### config.mk
export PLATFORM = sky130hd
export DESIGN_NAME = if_id_fetch_stage
export DESIGN_NICKNAME = d
export VERILOG_FILES = /design/src/rtl/mips_pkg.sv /design/src/rtl/if_id_fetch_stage_if_id_reg.sv /design/src/rtl/if_id_fetch_stage.sv
export SDC_FILE = /design/constraint.sdc
export NUM_CORES = 1
export LEC_CHECK = 0
export CAP_MARGIN = 20
export CORE_UTILIZATION = 50
export DETAILED_ROUTE_END_ITERATION = 16
export GPL_TIMING_DRIVEN = 0
export PLACE_DENSITY = 0.88
export SYNTH_ARGS = -nofsm -noshare
export SYNTH_HDL_FRONTEND = slang
export SYNTH_HIERARCHICAL = 1
export SYNTH_SLANG_ARGS = --single-unit
### constraint.sdc
create_clock -name clk -period 2.5 [get_ports clk]
set_input_delay 0.5 -clock clk [delete_from_list [all_inputs] [get_ports clk]]
set_output_delay 0.5 -clock clk [all_outputs]
set_load 0.01 [all_outputs]
### src/rtl/mips_pkg.sv
// Shared MIPS pipeline types and constants.
// Fetch FSM states, opcode constants and instruction field helpers.
package mips_pkg;

  typedef enum logic [2:0] {
    IDLE,
    FETCH,
    WAIT,
    HOLD,
    DROP
  } fetch_state_e;

  localparam logic [5:0] BUBBLE_OPCODE = 6'b111111;
  localparam logic [5:0] OP_RTYPE      = 6'b000000;
  localparam logic [5:0] OP_LW         = 6'b100011;
  localparam logic [5:0] OP_SW         = 6'b101011;
  localparam logic [5:0] OP_BEQ        = 6'b000100;

  localparam int OPC_HI = 31;
  localparam int OPC_LO = 26;

  typedef struct packed {
    logic        valid;
    logic [31:0] instr;
    logic [31:0] pc4;
  } if_id_t;

  function automatic logic [5:0] opcode_of(
    input logic [31:0] instr
  );
    return instr[OPC_HI:OPC_LO];
  endfunction

endpackage

### src/rtl/if_id_fetch_stage_if_id_reg.sv
// Pipeline register with load/hold/flush; the MSB is the valid bit.
// Neither load nor hold inserts a bubble by clearing only the valid bit.
module if_id_reg #(
  parameter int W = 65
) (
  input  logic         clk,
  input  logic         reset,
  input  logic         load,
  input  logic         hold,
  input  logic         flush,
  input  logic [W-1:0] d,
  output logic [W-1:0] q
);

  always_ff @(posedge clk or posedge reset) begin
    if (reset) begin
      q <= '0;
    end else if (flush) begin
      q <= '0;
    end else if (load) begin
      q <= d;
    end else if (!hold) begin
      q[W-1] <= 1'b0;
    end
  end

endmodule

### src/rtl/if_id_fetch_stage.sv
// Instruction fetch stage with IF/ID register.
// Single outstanding imem request, skid buffer for stalled responses.
module if_id_fetch_stage #(
  parameter logic [31:0] RESET_PC      = 32'h0000_0000,
  parameter logic [5:0]  BUBBLE_OPCODE = 6'b111111
) (
  input  logic        clk,
  input  logic        reset,
  input  logic        stall_i,
  input  logic        branch_taken_i,
  input  logic [31:0] branch_target_i,
  output logic        imem_req_o,
  output logic [31:0] imem_addr_o,
  input  logic        imem_valid_i,
  input  logic [31:0] imem_rdata_i,
  output logic        ifid_valid_o,
  output logic [31:0] ifid_instr_o,
  output logic [31:0] ifid_pc4_o,
  output logic [5:0]  ifid_opcode_o,
  output logic        fetch_busy_o
);
  import mips_pkg::*;

  fetch_state_e state_q;
  fetch_state_e state_d;

  logic [31:0] pc;
  logic [31:0] pc4;
  logic [31:0] skid_q;
  logic        skid_full;
  logic        take_resp;
  logic        capture;
  logic        release_buf;
  logic        deliver;
  if_id_t      ifid_d;
  if_id_t      ifid_q;

  assign pc4 = pc + 32'd4;

  assign take_resp = (state_q == WAIT) && imem_valid_i
                   && !branch_taken_i && !stall_i;
  assign capture = (state_q == WAIT) && imem_valid_i
                 && !branch_taken_i && stall_i;
  assign release_buf = (state_q == HOLD) && skid_full
                     && !branch_taken_i && !stall_i;
  assign deliver = take_resp || release_buf;

  always_ff @(posedge clk or posedge reset) begin
    if (reset) begin
      state_q <= IDLE;
    end else begin
      state_q <= state_d;
    end
  end

  // Flush outranks stall and any response arriving in the same cycle.
  always_comb begin
    state_d = state_q;
    unique case (state_q)
      IDLE: state_d = FETCH;
      FETCH: state_d = branch_taken_i ? DROP : WAIT;
      WAIT: begin
        if (imem_valid_i) begin
          if (branch_taken_i || !stall_i) state_d = FETCH;
          else                            state_d = HOLD;
        end else if (branch_taken_i) begin
          state_d = DROP;
        end
      end
      HOLD: begin
        if (branch_taken_i || !stall_i) state_d = FETCH;
      end
      DROP: begin
        if (imem_valid_i) state_d = FETCH;
      end
      default: state_d = IDLE;
    endcase
  end

  always_comb begin
    imem_req_o   = 1'b0;
    fetch_busy_o = 1'b0;
    unique case (state_q)
      FETCH:      imem_req_o   = 1'b1;
      WAIT, DROP: fetch_busy_o = 1'b1;
      default:    ;
    endcase
  end

  always_ff @(posedge clk or posedge reset) begin
    if (reset) begin
      pc        <= RESET_PC;
      skid_q    <= '0;
      skid_full <= 1'b0;
    end else begin
      if (branch_taken_i) pc <= branch_target_i;
      else if (deliver)   pc <= pc4;
      if (branch_taken_i || release_buf) begin
        skid_full <= 1'b0;
      end else if (capture) begin
        skid_full <= 1'b1;
        skid_q    <= imem_rdata_i;
      end
    end
  end

  always_comb begin
    ifid_d.valid = 1'b1;
    ifid_d.instr = take_resp ? imem_rdata_i : skid_q;
    ifid_d.pc4   = pc4;
  end

  if_id_reg #(.W(65)) u_ifid (
    .clk   (clk),
    .reset (reset),
    .load  (deliver),
    .hold  (stall_i),
    .flush (branch_taken_i),
    .d     (ifid_d),
    .q     (ifid_q)
  );

  assign imem_addr_o   = pc;
  assign ifid_valid_o  = ifid_q.valid;
  assign ifid_instr_o  = ifid_q.instr;
  assign ifid_pc4_o    = ifid_q.pc4;
  assign ifid_opcode_o = ifid_q.valid ? opcode_of(ifid_q.instr)
                                      : BUBBLE_OPCODE;

endmodule

==> results of run 1 <==
==> worst max-delay path, delay by kind of cell <==
kind	cells	cell delay, ns
simple gates	2	0.44
mux	1	0.24
compound gates	1	0.20
buf+inv	6	1.29
==> placed cells by master, fill, tap and decap left out, types with 8 or more instances in the layout <==
| cell type | n |
|---|---|
| a21oi_1 | 9 |
| buf_2 | 15 |
| clkbuf_1 | 18 |
| clkbuf_16 | 17 |
| clkdlybuf4s50_1 | 172 |
| dfrtp_1 | 133 |
| mux2_2 | 61 |
| mux2i_1 | 65 |
| nand2_1 | 31 |
| nand2b_1 | 12 |
| nand3_1 | 28 |
| nor2_1 | 85 |
| o21ai_0 | 19 |
| xnor2_1 | 23 |
| xor2_1 | 8 |
==> worst paths after layout <==
path,to,depth (start not counted),from
worst max-delay path,u_ifid/q[36],10,stall_i
worst min-delay path,skid_q[18],1,skid_q[18]
worst max register to register,u_ifid/q[36],9,state_q[2]
worst min register to register,skid_q[18],1,skid_q[18]
max in group asynchronous,imem_addr_o[0],2,reset
min in group asynchronous,u_ifid/q[39],2,reset
==> kinds of logic (layout without fill, tap and decap cells) <==
family	Yosys count	after routing	share of synthesized area
simple gates	200	200	0.150
flops	133	133	0.489
mux	131	131	0.205
compound gates	65	65	0.0637
buf+inv	53	255	0.0500
xor+xnor	31	31	0.0399
fa+ha+maj	1	1	0.00184
other cells	1	2	0.000551
==> Yosys cell counts (all sizes together), types with 9 or more instances <==
cell type | instances | area, µm²
nand4 | 10 | 114
inv | 9 | 33.8
nand2b | 12 | 75.1
nand3 | 29 | 150
a21oi | 9 | 45.0
mux2i | 65 | 651
buf | 31 | 258
nand2 | 32 | 123
mux2 | 66 | 743
nor2 | 86 | 325
o21ai | 20 | 100
clkbuf | 13 | 48.8
xnor2 | 23 | 201
dfrtp | 133 | 3330
==> cell type report <==
cell class,instances,area (µm²),share of cell area
plain buffers,43,299,0.0323
repair buffers,173,1730,0.187
clock buffers,24,472,0.0510
flip-flops and latches,133,3330,0.360
multi-input cells,429,3130,0.339
inverters,9,38.8,0.00419
diodes,1,2.50,0.000270
clock inverters,6,30.0,0.00324
well taps,176,220,0.0238
==> sequential cells by signal (all words and copies together), names as in the netlist <==
signal / flops
imem_addr_o: 32
u_ifid/q: 65
skid_full: 1
skid_q: 32
state_q: 3
==> per-layer routing <==
metal  GRT usage  up-vias
li1            -     2531
met1       0.336     2716
met2       0.457      254
met3      0.0782       40
met4       0.128        0
met5           0        -
==> report_power, final <==
group	switching, mW	internal (mW)
combinational	0.586	0.822
sequential	0.267	2.50
clock	0.854	1.29
==> metrics by stage <==
stage               hold WS, ns   util
floorplan                 0.474      -
global placement          0.481  0.661
detailed placement        0.490  0.661
CTS                       0.502  0.699
global route              0.517  0.699
finish                    0.503  0.699
==> timing repair <==
action                                  CTS  global route
gates resized for setup                   1             0
hold buffers                              0             0
endpoints found under the setup margin   48             0
==> impl_metrics.tcl, run 1 <==
set metrics [dict create \
    status "finished clean" \
    critPathKind "input port to flip-flop" \
    wl_met2_um 9100 \
    rsz0062_at_grt "false" \
    fin_nets 876 \
    cp_max_fo 19 \
    power_per_cell_area_nw_per_um2 683 \
    post-route-drc-count 0 \
    antenna_found_initial 1 \
    placed_area_um2 8760 \
    r2r_slack_ns 0.15 \
    cts_sinks 133 \
    synth_area_um2 6800 \
    cts_tree "yes" \
    post-cts-setup-buffers 0 \
    fin_skew_ns 0.00673 \
    startpoint_type "input port" \
    htreeDepth 4 \
    clkTransAtPathRegs_ns 0.05 \
    top_layer_used "met4" \
    path_cells "clkdlybuf4s50_1 -> or3_1 -> a21o_1 -> inv_1 -> buf_4 -> buf_6 -> buf_12 -> buf_12 -> mux2i_1 -> nor2_1" \
    peakVddDrop_v 0.000383 \
    final_area_um2 9250 \
    setup_viol 0 \
    place_ws_ns -0.574 \
    layout-drive-gt1-share 0.155 \
    hold_viol_final 0 \
    cp.required_ns 2.78 \
    ios 174 \
    setup_slack_ns 0.101 \
    ys.flop_type "dfrtp_1" \
    synthToLayoutAreaGrowth_pct 36.1 \
    drtIter0Drc 386 \
    crit_path_max_incr_delay_ns 0.47 \
    die-width_um 119 \
    drtAntennaViolNets 0 \
    synth_seq_cells 133 \
    wl_per_cell_um 18.5 \
    grt_max_degree 69 \
    slew_violations 0 \
    synth-edff-count 0 \
    cp_data_arrival_time_ns 2.68 \
    clkLatencyLatePin_ns 0.42 \
    n_fill_cell 988 \
    period_share 0.960 \
    power_mw 6.32 \
    grt_pass1_wl_um 30100 \
    routed_wl_um 18400 \
    cts_inserted_buffers 17 \
    rows 42 \
    drv_cap 0 \
    synth.avg_cell_area_um2 11.1 \
    path_common_cell "buf_12" \
    viasPerCell 5.57 \
    wl_met3_um 1420 \
    fmax_mhz 417 \
    routabilityCongestion 0.875 \
    place_inst 964 \
    die_y_um 119 \
    dr.pass1.iters 5 \
    leakage_nw 3.90 \
    synth_cell_type_count 53 \
    instances_no_fill 994 \
    die_area_um2 14100 \
    coreArea_um2 13200 \
    synth_fp_nets 685 \
    finalCriticalPeriod_ns 2.40 \
    yosysWarnings 6 \
    worst_setup_path_end_kind "flip-flop" \
    grt_pass1_vias 5853 \
    syn-instance-count 615 \
    overflow 0 \
    relSlewSlack 0.386 \
    clockRootBuffer "clkbuf_16" \
    ctsLongestPathBuffers 2 \
    start_util 0.514 \
    worstMarginPinSlew_ns 0.921 \
    hold_path_class "flip-flop to flip-flop" \
    dp_hpwl_um 13000 \
    synth_seq_area_share 0.489 \
    io_buffers 173 \
    grt_usage 0.277 \
    vias 5541 \
    cp_slowest_cell "clkdlybuf4s50_1" \
    async_flop_share 1.00 \
    setup_tns_ns 0 \
    met1_length_um 7430 \
]
(Power assumes the default switching activity.)
==> inputs of run 2 (changes only) <==
--- a/config.mk
+++ b/config.mk
@@ -10,6 +10,7 @@
 export DETAILED_ROUTE_END_ITERATION = 16
 export GPL_TIMING_DRIVEN = 0
 export PLACE_DENSITY = 0.88
+export SLEW_MARGIN = 30
 export SYNTH_ARGS = -nofsm -noshare
 export SYNTH_HDL_FRONTEND = slang
 export SYNTH_HIERARCHICAL = 1
==> impl_metrics.tcl, run 2 (synthesized netlist as in run 1, its figures left out) <==
set metrics [dict create \
    whs_path_depth 1 \
    relSlewSlack 0.566 \
    slew_violations 0 \
    drtAntennaViolNets 0 \
    cp_slowest_cell "clkdlybuf4s50_1" \
    multi_input_area_um2 3130 \
    timing.rr.start "state_q[2]" \
    cp.required_ns 2.78 \
    fin_nets 878 \
    cts_inserted_buffers 17 \
    n_fill_cell 967 \
    ios 174 \
    r2r_slack_ns 0.17 \
    cp_max_fo 10 \
    drtIter0Drc 430 \
    diodes 0 \
    largest_register "u_ifid/q" \
    overflow 0 \
    min_to "skid_q[21]" \
    setup_tns_ns 0 \
    status "finished clean" \
    drv_cap 0 \
    post-route-drc-count 0 \
    dp_hpwl_um 13300 \
    io_buffers 173 \
    wl_per_cell_um 18.8 \
    layout-drive-gt1-share 0.158 \
    cts_sinks 133 \
    startpoint_type "input port" \
    min_from "skid_q[21]" \
    cts_tree "yes" \
    grt_usage 0.282 \
    hold_path_class "flip-flop to flip-flop" \
    power_mw 6.56 \
    die_y_um 119 \
    r2r-end "u_ifid/q[52]" \
    hold_viol_final 0 \
    clockRootBuffer "clkbuf_16" \
    htreeDepth 4 \
    grt_max_degree 42 \
    final_cell_mix "clkdlybuf4s50_1 (172), dfrtp_1 (133), nor2_1 (85), mux2i_1 (65), mux2_2 (61)" \
    grt_pass1_vias 5942 \
    peakVddDrop_v 0.000461 \
    fin_skew_ns 0.00727 \
    cp_top_family "buffers and inverters" \
    viasPerCell 5.68 \
    worst-r2r-cell-count 7 \
    rsz0062_at_grt "false" \
    largest_register_ffs 65 \
    die-width_um 119 \
    die_area_um2 14100 \
    setup_viol 0 \
    dr.pass1.iters 4 \
    clkTransAtPathRegs_ns 0.05 \
    antenna_found_initial 0 \
    grt_pass1_wl_um 30700 \
    cp_data_arrival_time_ns 2.66 \
    routed_wl_um 18700 \
    crit_path_max_incr_delay_ns 0.48 \
    rows 42 \
    worst_setup_path_end_kind "flip-flop" \
    routabilityCongestion 0.875 \
    synthToLayoutAreaGrowth_pct 37.4 \
    start_util 0.514 \
    period_share 0.950 \
    worstMarginPinSlew_ns 0.651 \
    fmax_mhz 421 \
    coreArea_um2 13200 \
    final_common_cell "clkdlybuf4s50_1" \
    leakage_nw 3.94 \
    path_cells "clkdlybuf4s50_1 -> or3_1 -> or2_1 -> clkbuf_1 -> buf_2 -> mux2_1 -> mux2i_1 -> nor2_1" \
    regArea_um2 3330 \
    vias 5642 \
    finalCriticalPeriod_ns 2.37 \
    crit_buf_inv 3 \
    crit_start "stall_i" \
    clkLatencyLatePin_ns 0.42 \
    power_per_cell_area_nw_per_um2 702 \
    critPathKind "input port to flip-flop" \
    ctsLongestPathBuffers 2 \
]
-- run 2: per-stage QoR --
stage                     worst slack [ns]  hold slack (ns)  cell area (µm²)  utilization  cells
final                                0.125            0.503             9350        0.706    993
after global routing               0.00403            0.518             9350        0.706    993
after CTS                           0.0891            0.503             9340        0.705    993
after detailed placement            -0.598            0.491             8810        0.665    966
after global placement               -1.09            0.481             8750        0.661    964
after floorplan                      0.288            0.474             6800            -    615
-- run 2: worst max-delay path by stage --
stage	slack (ns)	to	cells past startpoint
2_1_floorplan	0.29	imem_addr_o[0]	1
3_3_place_gp	-1.09	imem_addr_o[12]	2
3_5_place_dp	-0.60	u_ifid/q[36]	11
4_1_cts	0.09	u_ifid/q[52]	10
5_1_grt	0.004	u_ifid/q[28]	8
6_report	0.13	u_ifid/q[52]	8
-- run 2: area by class of cell --
cell class,count,share of cell area
plain buffers,43,0.0324
clock buffers,22,0.0497
clock inverters,6,0.00857
inverters,9,0.00415
multi-input cells,429,0.335
flip-flops and latches,133,0.356
well taps,176,0.0236
repair buffers,175,0.190
-- run 2: routing by layer --
layer / share of wire / track usage / vias to the layer above / routed length, µm
li1: - / - / 2537 / -
met1: 0.41 / 0.344 / 2809 / 7620
met2: 0.49 / 0.469 / 253 / 9170
met3: 0.072 / 0.0714 / 43 / 1340
met4: 0.030 / 0.128 / 0 / 566
met5: 0 / 0 / - / 0
-- run 2: report_power, final --
part / total [mW] / switching (mW) / internal (mW) / leakage [nW]
clock: 2.37 / 0.878 / 1.49 / 0.271
sequential: 2.77 / 0.267 / 2.50 / 1.76
combinational: 1.43 / 0.600 / 0.831 / 1.90
-- run 2: what timing repair did --
item / CTS / global route
gates resized for setup: 1 / 1
setup endpoints to repair: 59 / 5
setup buffers: 0 / 0
gates cloned: 0 / 0
hold buffers: 0 / 0
==> inputs of run 3 (changes only) <==
--- a/config.mk
+++ b/config.mk
@@ -6,6 +6,7 @@
 export NUM_CORES = 1
 export LEC_CHECK = 0
 export CAP_MARGIN = 20
+export CORE_ASPECT_RATIO = 0.8
 export CORE_UTILIZATION = 50
 export DETAILED_ROUTE_END_ITERATION = 16
 export GPL_TIMING_DRIVEN = 0
==> impl_metrics.tcl, run 3 (synthesized netlist as in run 1, its figures left out) <==
set metrics [dict create \
    ctsHoldBuffers 0 \
    coreArea_um2 13100 \
    drtIter0Drc 494 \
    layout-drive-gt1-share 0.164 \
    vias 5658 \
    htreeDepth 4 \
    wl_per_cell_um 19.2 \
    setup_viol 0 \
    whs_path_depth 1 \
    fin_nets 878 \
    cts_sinks 133 \
    critPathKind "input port to flip-flop" \
    cp_top_family "buffers and inverters" \
    power_per_cell_area_nw_per_um2 705 \
    die_y_um 106 \
    power_mw 6.60 \
    status "finished clean" \
    dp_hpwl_um 13100 \
    io_buffers 173 \
    worst-r2r-cell-count 9 \
    crit_buf_inv 6 \
    cp.required_ns 2.79 \
    clockRootBuffer "clkbuf_16" \
    crit_cells 10 \
    ios 174 \
    final_area_um2 9360 \
    largest_register "u_ifid/q" \
    hold_viol_final 0 \
    clkTransAtPathRegs_ns 0.06 \
    largest_register_ffs 65 \
    cp_max_fo 19 \
    leakage_nw 3.95 \
    start_util 0.521 \
    antenna_found_initial 0 \
    place_ws_ns -0.681 \
    rows 37 \
    clkLatencyLatePin_ns 0.42 \
    dr.pass1.iters 5 \
    drv_cap 0 \
    grt_pass1_vias 5958 \
    final_common_cell "clkdlybuf4s50_1" \
    timing.rr.start "state_q[2]" \
    routabilityCongestion 0.860 \
    ctsLongestPathBuffers 2 \
    drtAntennaViolNets 0 \
    hold_path_class "flip-flop to flip-flop" \
    overflow 0 \
    whs_ns 0.503 \
    min_from "skid_q[12]" \
    diodes 0 \
    worstMarginPinSlew_ns 0.630 \
    die_area_um2 14100 \
    crit_start "stall_i" \
    rsz0062_at_grt "false" \
    cts_inserted_buffers 17 \
    crit_path_max_incr_delay_ns 0.48 \
    fin_skew_ns 0.00715 \
    finalCriticalPeriod_ns 2.40 \
    path_cells "clkdlybuf4s50_1 -> or3_1 -> a21o_1 -> inv_1 -> buf_4 -> buf_6 -> buf_12 -> buf_12 -> mux2i_1 -> nor2_1" \
    peakVddDrop_v 0.000484 \
    synthToLayoutAreaGrowth_pct 37.6 \
    grt_max_degree 37 \
    cp_data_arrival_time_ns 2.69 \
    slew_violations 0 \
    placed_area_um2 8800 \
    cp_slowest_cell "clkdlybuf4s50_1" \
    grt_usage 0.284 \
    fmax_mhz 416 \
    cts_tree "yes" \
    routed_wl_um 19100 \
    viasPerCell 5.68 \
    die-width_um 132 \
    grt_pass1_wl_um 30900 \
    path_common_cell "buf_12" \
    post-route-drc-count 0 \
    period_share 0.961 \
    relSlewSlack 0.576 \
    worst_setup_path_end_kind "flip-flop" \
    startpoint_type "input port" \
    setup_slack_ns 0.0978 \
    final_cell_mix "clkdlybuf4s50_1 (171), dfrtp_1 (133), nor2_1 (85), mux2i_1 (65), mux2_2 (61)" \
]
run 3: changes by cell type in the layout (fill, tap and decap cells not counted), sizes merged, moves of 2 or more:
cell      previous run  this run
clkbuf              35        32
clkinv               4         6
clkinvlp             0         2
inv                  9        13
run 3: final cells by class:
type | count | area [µm²]
Buffer | 43 | 299
Clock buffer | 19 | 443
Clock inverter | 13 | 125
Fill cell | 934 | 3700
Inverter | 9 | 38.8
Multi-Input combinational cell | 429 | 3130
Sequential cell | 133 | 3330
Tap cell | 175 | 219
Timing Repair Buffer | 175 | 1770
run 3: final timing paths:
check	to	slack [ns]
hold reg to reg	skid_q[12]	0.50
min in group asynchronous	skid_q[10]	0.54
setup reg to reg	u_ifid/q[54]	0.14
max in group asynchronous	imem_addr_o[5]	1.36
hold / removal	skid_q[12]	0.50
setup / recovery	u_ifid/q[54]	0.1
run 3: worst reg2reg max path, delay by kind of cell, from the launching register on:
family / cells / cell delay, ns
buffers and inverters: 5 / 0.84
flip-flops: 1 / 0.45
AND/OR/NAND/NOR: 2 / 0.50
AO/OA/AOI/OAI: 1 / 0.20
multiplexers: 1 / 0.24
run 3: per-stage QoR:
step / TNS, ns / util / cells
finish: 0 / 0.717 / 996
global route: 0 / 0.717 / 996
CTS: 0 / 0.717 / 997
detailed placement: -44.77 / 0.674 / 965
global placement: -174.68 / 0.670 / 963
floorplan: 0 / - / 615
run 3: timing repair:
action,4_1_cts,5_1_grt
gates resized for setup,1,1
buffers inserted,0,0
pin swaps,0,0
setup endpoints to repair,65,42
run 3: per-layer routing:
metal | GRT usage | part of all wire
met1 | 0.357 | 0.42
met2 | 0.456 | 0.47
met3 | 0.0873 | 0.085
met4 | 0.121 | 0.022
met5 | 0 | 0
run 3: power by group:
part	total, mW	internal (mW)	switching [mW]
logic	1.44	0.826	0.610
clock network	2.41	1.41	0.999
registers	2.76	2.50	0.262
total	6.60	4.73	1.87
==> patch 1, RTL diff (settings of run 2) <==
Re-encode `fetch_state_e` (5 states) as one-hot, 5 bits wide.
--- a/src/rtl/mips_pkg.sv
+++ b/src/rtl/mips_pkg.sv
@@ -2,12 +2,12 @@
 // Fetch FSM states, opcode constants and instruction field helpers.
 package mips_pkg;
 
-  typedef enum logic [2:0] {
-    IDLE,
-    FETCH,
-    WAIT,
-    HOLD,
-    DROP
+  typedef enum logic [4:0] {
+    IDLE  = 5'b00001,
+    FETCH = 5'b00010,
+    WAIT  = 5'b00100,
+    HOLD  = 5'b01000,
+    DROP  = 5'b10000
   } fetch_state_e;
 
   localparam logic [5:0] BUBBLE_OPCODE = 6'b111111;
Behaviour: same outputs for any inputs over 4 cycles, from zero or initial values and one cycle with reset high; so few cycles prove little.
==> patch 1 against run 2 <==
  * Wire length fell by 1.2%
  * Synthesized cell count is 5.7% higher
  * Cell area increased by 4.1%
  * Setup slack got worse by 31 ps
  * Global-route usage down 1.4 points
  * Sequential cell count is 2 higher
  * Synthesized area grew 2.7%
  * Total power rose by 1.5%
  * Combinational power is 21% lower
  * Critical path depth is 3 lower
  * Critical path type is now reg -> out
  * Highest routed layer unchanged
==> patch 1: results (changes against run 2) <==
Power
  – Power per cell area: 684 mW/mm2 (was 702 mW/mm2)
  – P_int: 0.00505 W (was 0.00482 W)
  – Comb power: 0.00113 W (was 0.00143 W)
  – Worst vdd ir: 0.000453 V (was 0.000461 V)
  – LEAKAGE: 4.06 nW (was 3.94 nW)

Placement
  – Placed Area: 0.00900 mm2 (was 0.00881 mm2)
  – RePlAce Congestion: 0.884 (was 0.875)
  – Dpl hpwl: 12,800 um (was 13,300 um)

Critical path
  – Worst Setup SP: state_q[4] (was stall_i)
  – FF-to-FF End: u_ifid/q[30] (was u_ifid/q[52])
  – WP data arrival: 1910 ps (was 2660 ps)
  – Worst stage delay on the critical path: 590 ps (was 480 ps)
  – Worst reg2reg startpoint: imem_addr_o[5] (was state_q[2])
  – R2R cell count: 9 (was 7)
  – Top delay family on crit path: buffers and inverters (unchanged)

Synthesis
  – Post-synth top cells: dfrtp_1, nor2_1, mux2_2, mux2i_1, nand2_1 (was dfrtp_1, nor2_1, mux2i_1, mux2_2, nand2_1)
  – Top post-synthesis cells by area: dfrtp_1, mux2_2, mux2i_1 (unchanged)
  – Syn Nets: 720 (was 685)
  – Cell variety after synth: 47 (was 53)
  – Sequential element share of the synthesized area: 0.484 (was 0.489)

Global route
  – M1 GR Usage: 0.333 (was 0.344)
  – Met2 Usage GRT: 0.446 (was 0.469)
  – Largest net degree at the start of global routing: 46 (was 42)
  – GRT Overall Usage: 0.268 (was 0.282)
  – Global-route wire length before repair: 29,600 um (was 30,700 um)

Timing
  – Fin Clk Skew: 4.24 ps (was 7.27 ps)
  – Hold Worst Slack: 489 ps (was 503 ps)

Finish
  – Final nets: 911 (was 878)
  – Layout cells sized above 1: 0.177 (was 0.158)
  – # fillers: 973 (was 967)

Detailed routing
  – Iteration-0 DRC count of the detailed router: 422 (was 430)
  – Wirelength per Cell: 17.9 um (was 18.8 um)
  – Vias: 5,604 (was 5,642)

Clock network
  – TritonCTS Buffers: 17 (unchanged)
  – Post-CTS Resized: 4 (was 1)

Run status
  – Run status: finished, final reports clean (unchanged)

Worst hold path
  – HP Class: in -> async (was reg -> reg)
==> patch 1: cell types whose count changed after synthesis, moves of 9 or more <==
cell,run 2,this run
xor2_1,8,30
o21ai_0,19,30
nand2_1,31,51
clkbuf_1,13,22
nand4_1,6,15
nand3_1,28,17
==> patch 1: layer usage <==
| layer | vias up | wire [um] | share of wire |
|---|---|---|---|
| met5 | - | 0 | 0 |
| met4 | 0 | 300 | 0.016 |
| met3 | 25 | 1410 | 0.077 |
| met2 | 225 | 9100 | 0.49 |
| met1 | 2755 | 7650 | 0.41 |
| li1 | 2599 | - | - |
==> patch 1: logic make-up after synthesis <==
group	share of synthesized area
compound gates	0.0344
mux	0.201
other cells	0.000537
buf+inv	0.0485
flops	0.484
simple gates	0.157
xor+xnor	0.0727
fa+ha+maj	0.00179
==> patch 1: through the flow <==
stage                     setup slack (ps)  utilization  instances
after floorplan                        233            -        650
after global placement               -1280        0.664        999
after detailed placement              -619        0.669       1001
after CTS                             10.8        0.719       1030
after global routing                 -31.1        0.723       1030
final                                 94.2        0.723       1030
==> patch 1: final cells by class <==
cell class | instances | area, um2 | area share
multi-input combinational | 459 | 3320 | 0.341
buffer | 46 | 308 | 0.0316
clock inverter | 8 | 190 | 0.0195
timing repair buffer | 175 | 1790 | 0.184
sequential | 135 | 3380 | 0.348
clock buffer | 24 | 492 | 0.0505
tap | 176 | 220 | 0.0226
inverter | 7 | 31.3 | 0.00321
==> patch 1: worst max path at each step <==
stage	endpoint	slack (ps)
finish	imem_req_o	90
global route	u_ifid/q[30]	-30
CTS	u_ifid/q[30]	10
detailed placement	u_ifid/q[49]	-620
global placement	imem_addr_o[2]	-1280
floorplan	imem_addr_o[0]	230
==> patch 2, RTL diff (settings of run 2) <==
Without the edit above. Make the reset (`reset`) synchronous in 3 clocked blocks.
--- a/src/rtl/if_id_fetch_stage_if_id_reg.sv
+++ b/src/rtl/if_id_fetch_stage_if_id_reg.sv
@@ -12,7 +12,7 @@
   output logic [W-1:0] q
 );
 
-  always_ff @(posedge clk or posedge reset) begin
+  always_ff @(posedge clk) begin
     if (reset) begin
       q <= '0;
     end else if (flush) begin
--- a/src/rtl/if_id_fetch_stage.sv
+++ b/src/rtl/if_id_fetch_stage.sv
@@ -45,7 +45,7 @@
                      && !branch_taken_i && !stall_i;
   assign deliver = take_resp || release_buf;
 
-  always_ff @(posedge clk or posedge reset) begin
+  always_ff @(posedge clk) begin
     if (reset) begin
       state_q <= IDLE;
     end else begin
@@ -87,7 +87,7 @@
     endcase
   end
 
-  always_ff @(posedge clk or posedge reset) begin
+  always_ff @(posedge clk) begin
     if (reset) begin
       pc        <= RESET_PC;
       skid_q    <= '0;
Behaviour: differs if reset is asserted again (counterexample within 4 cycles, from zero or initial values and one cycle with reset high); with reset held inactive, the same outputs for 4 cycles.
==> patch 2 against run 2 <==
  * Sequential cell count did not move
  * Highest routed layer unchanged
  * First-iteration DRC count fell by 23%
  * Setup slack got worse by 39 ps
  * Synthesized area fell by 5.8%
  * Cell area fell by 3.9%
  * Wire length fell by 4.6%
  * Final cell count rose by 8.1%
  * Non-clock buffer count rose by 8
  * Critical path depth fell by 2
Power is not compared: it rests on default switching activity, and its combinational part moved more than twofold at a synthesized area within 25%.
==> patch 2: results (changes against run 2) <==
Run status
  – Run status: finished, final reports clean (unchanged)

Placement
  – Placement Setup Slack: -530 ps (was -598 ps)
  – Dpl hpwl: 12,400 um (was 13,300 um)
  – RePlAce Congestion: 0.832 (was 0.875)

Finish
  – # fillers: 907 (was 967)
  – Final nets: 963 (was 878)
  – Layout cells sized above 1: 0.129 (was 0.158)

Detailed routing
  – Router iterations before antenna repair: 5 (was 4)
  – Wirelength per Cell: 16.6 um (was 18.8 um)
  – Iteration-0 DRC count of the detailed router: 333 (was 430)

Global route
  – Largest net degree at the start of global routing: 17 (was 42)
  – GRT Overall Usage: 0.270 (was 0.282)
  – Global-route wire length before repair: 27,500 um (was 30,700 um)
  – Vias in the first global route: 5,614 (was 5,942)

Synthesis
  – Post-synth top cells: dfxtp_1, nor2_1, nand2_1, mux2i_1, a21oi_1 (was dfrtp_1, nor2_1, mux2i_1, mux2_2, nand2_1)
  – Ys async rst share: 0 (was 1.00)
  – Sequential element share of the synthesized area: 0.415 (was 0.489)
  – Top post-synthesis cells by area: dfxtp_1, mux2i_1, nor2_1 (was dfrtp_1, mux2_2, mux2i_1)
  – Top cell type's share of synthesized area: 0.415 (was 0.489)

Timing
  – Fin Clk Skew: 9.81 ps (was 7.27 ps)
  – Headroom to the max-slew limit: 0.618 (was 0.566)
  – Fmax: 414 MHz (was 421 MHz)

Critical path
  – Worst stage delay on the critical path: 530 ps (was 480 ps)
  – R2R setup slack: 90 ps (was 170 ps)
  – WP data arrival: 2720 ps (was 2660 ps)
  – CP Max Fanout: 7 (was 10)
  – FF-to-FF End: imem_addr_o[30] (was u_ifid/q[52])
  – Worst Setup SP: imem_addr_o[2] (was stall_i)
  – CP max stage cell: or4_1 (was clkdlybuf4s50_1)
  – WS Path Type: reg -> reg (was in -> reg)

Worst hold path
  – Hold depth: 2 (was 1)
==> patch 2: cell types whose count changed after synthesis, sizes merged, moves of 18 or more <==
cell,before,now
a211oi,0,18
a21oi,9,39
dfrtp,133,0
dfxtp,0,133
mux2,66,32
nand2,32,97
nor2,86,107
==> patch 2: logic make-up after synthesis <==
kind of cell / after synthesis / synth area share
DFF: 133 / 0.415
muxes: 100 / 0.162
adders and majority gates: 1 / 0.00195
AOI/OAI and AO/OA: 78 / 0.0752
buffers and inverters: 60 / 0.0738
and+or+nand+nor: 276 / 0.198
xor gates and xnor gates: 53 / 0.0724
other: 1 / 0.000585
==> patch 2: metrics by stage <==
stage / utilization / instances / cell area (um2) / setup TNS [ps]
floorplan: - / 702 / 6410 / 0
global placement: 0.681 / 1043 / 8350 / -35410
detailed placement: 0.681 / 1043 / 8350 / -36570
global route: 0.732 / 1073 / 8980 / -2.95
finish: 0.732 / 1073 / 8980 / 0
CTS: 0.732 / 1073 / 8970 / 0
==> patch 2: final cells by class <==
class / instances / area [um2] / area share
buffer: 53 / 452 / 0.0503
clock buffer: 23 / 488 / 0.0543
clock inverter: 8 / 123 / 0.0137
inverter: 6 / 22.5 / 0.00251
multi-input combinational: 509 / 3290 / 0.366
sequential: 133 / 2660 / 0.297
tap: 168 / 210 / 0.0234
timing repair buffer: 173 / 1730 / 0.193
==> patch 2: repair_timing <==
action	CTS	global route
gates cloned	0	0
resized for setup	5	4
setup endpoints to repair	64	37
==> patch 2: worst min path at each step <==
stage                          start         end  slack (ps)
after floorplan            skid_q[0]   skid_q[0]         430
after global placement    skid_q[19]  skid_q[19]         440
after detailed placement  skid_q[24]  skid_q[24]         450
after CTS                 skid_q[29]  skid_q[29]         450
after global routing      skid_q[29]  skid_q[29]         470
final                     skid_q[11]  skid_q[11]         450
==> patch 2: power by group through the flow <==
stage	registers [W]	clock network [W]	logic, W
floorplan	0.00227	0	0.000213
global placement	0.00226	0	0.000474
detailed placement	0.00226	0	0.000481
CTS	0.00222	0.00259	0.000488
global route	0.00222	0.00269	0.000522
finish	0.00222	0.00258	0.000491
==> patch 2: per-layer routing <==
layer	global-route usage	up-vias	share of wire	routed length, um
met2	0.460	246	0.48	8640
met4	0.108	0	0.018	328
met5	0	-	0	0
met3	0.0770	38	0.075	1340
li1	-	2758	-	-
met1	0.321	2706	0.42	7520
==> patch 2: critical path, delay by kind of cell (launching register included) <==
kind	cells	cell delay, ps
fa+ha+maj	1	280
xor+xnor	1	170
flops	1	430
compound gates	1	330
simple gates	3	1090
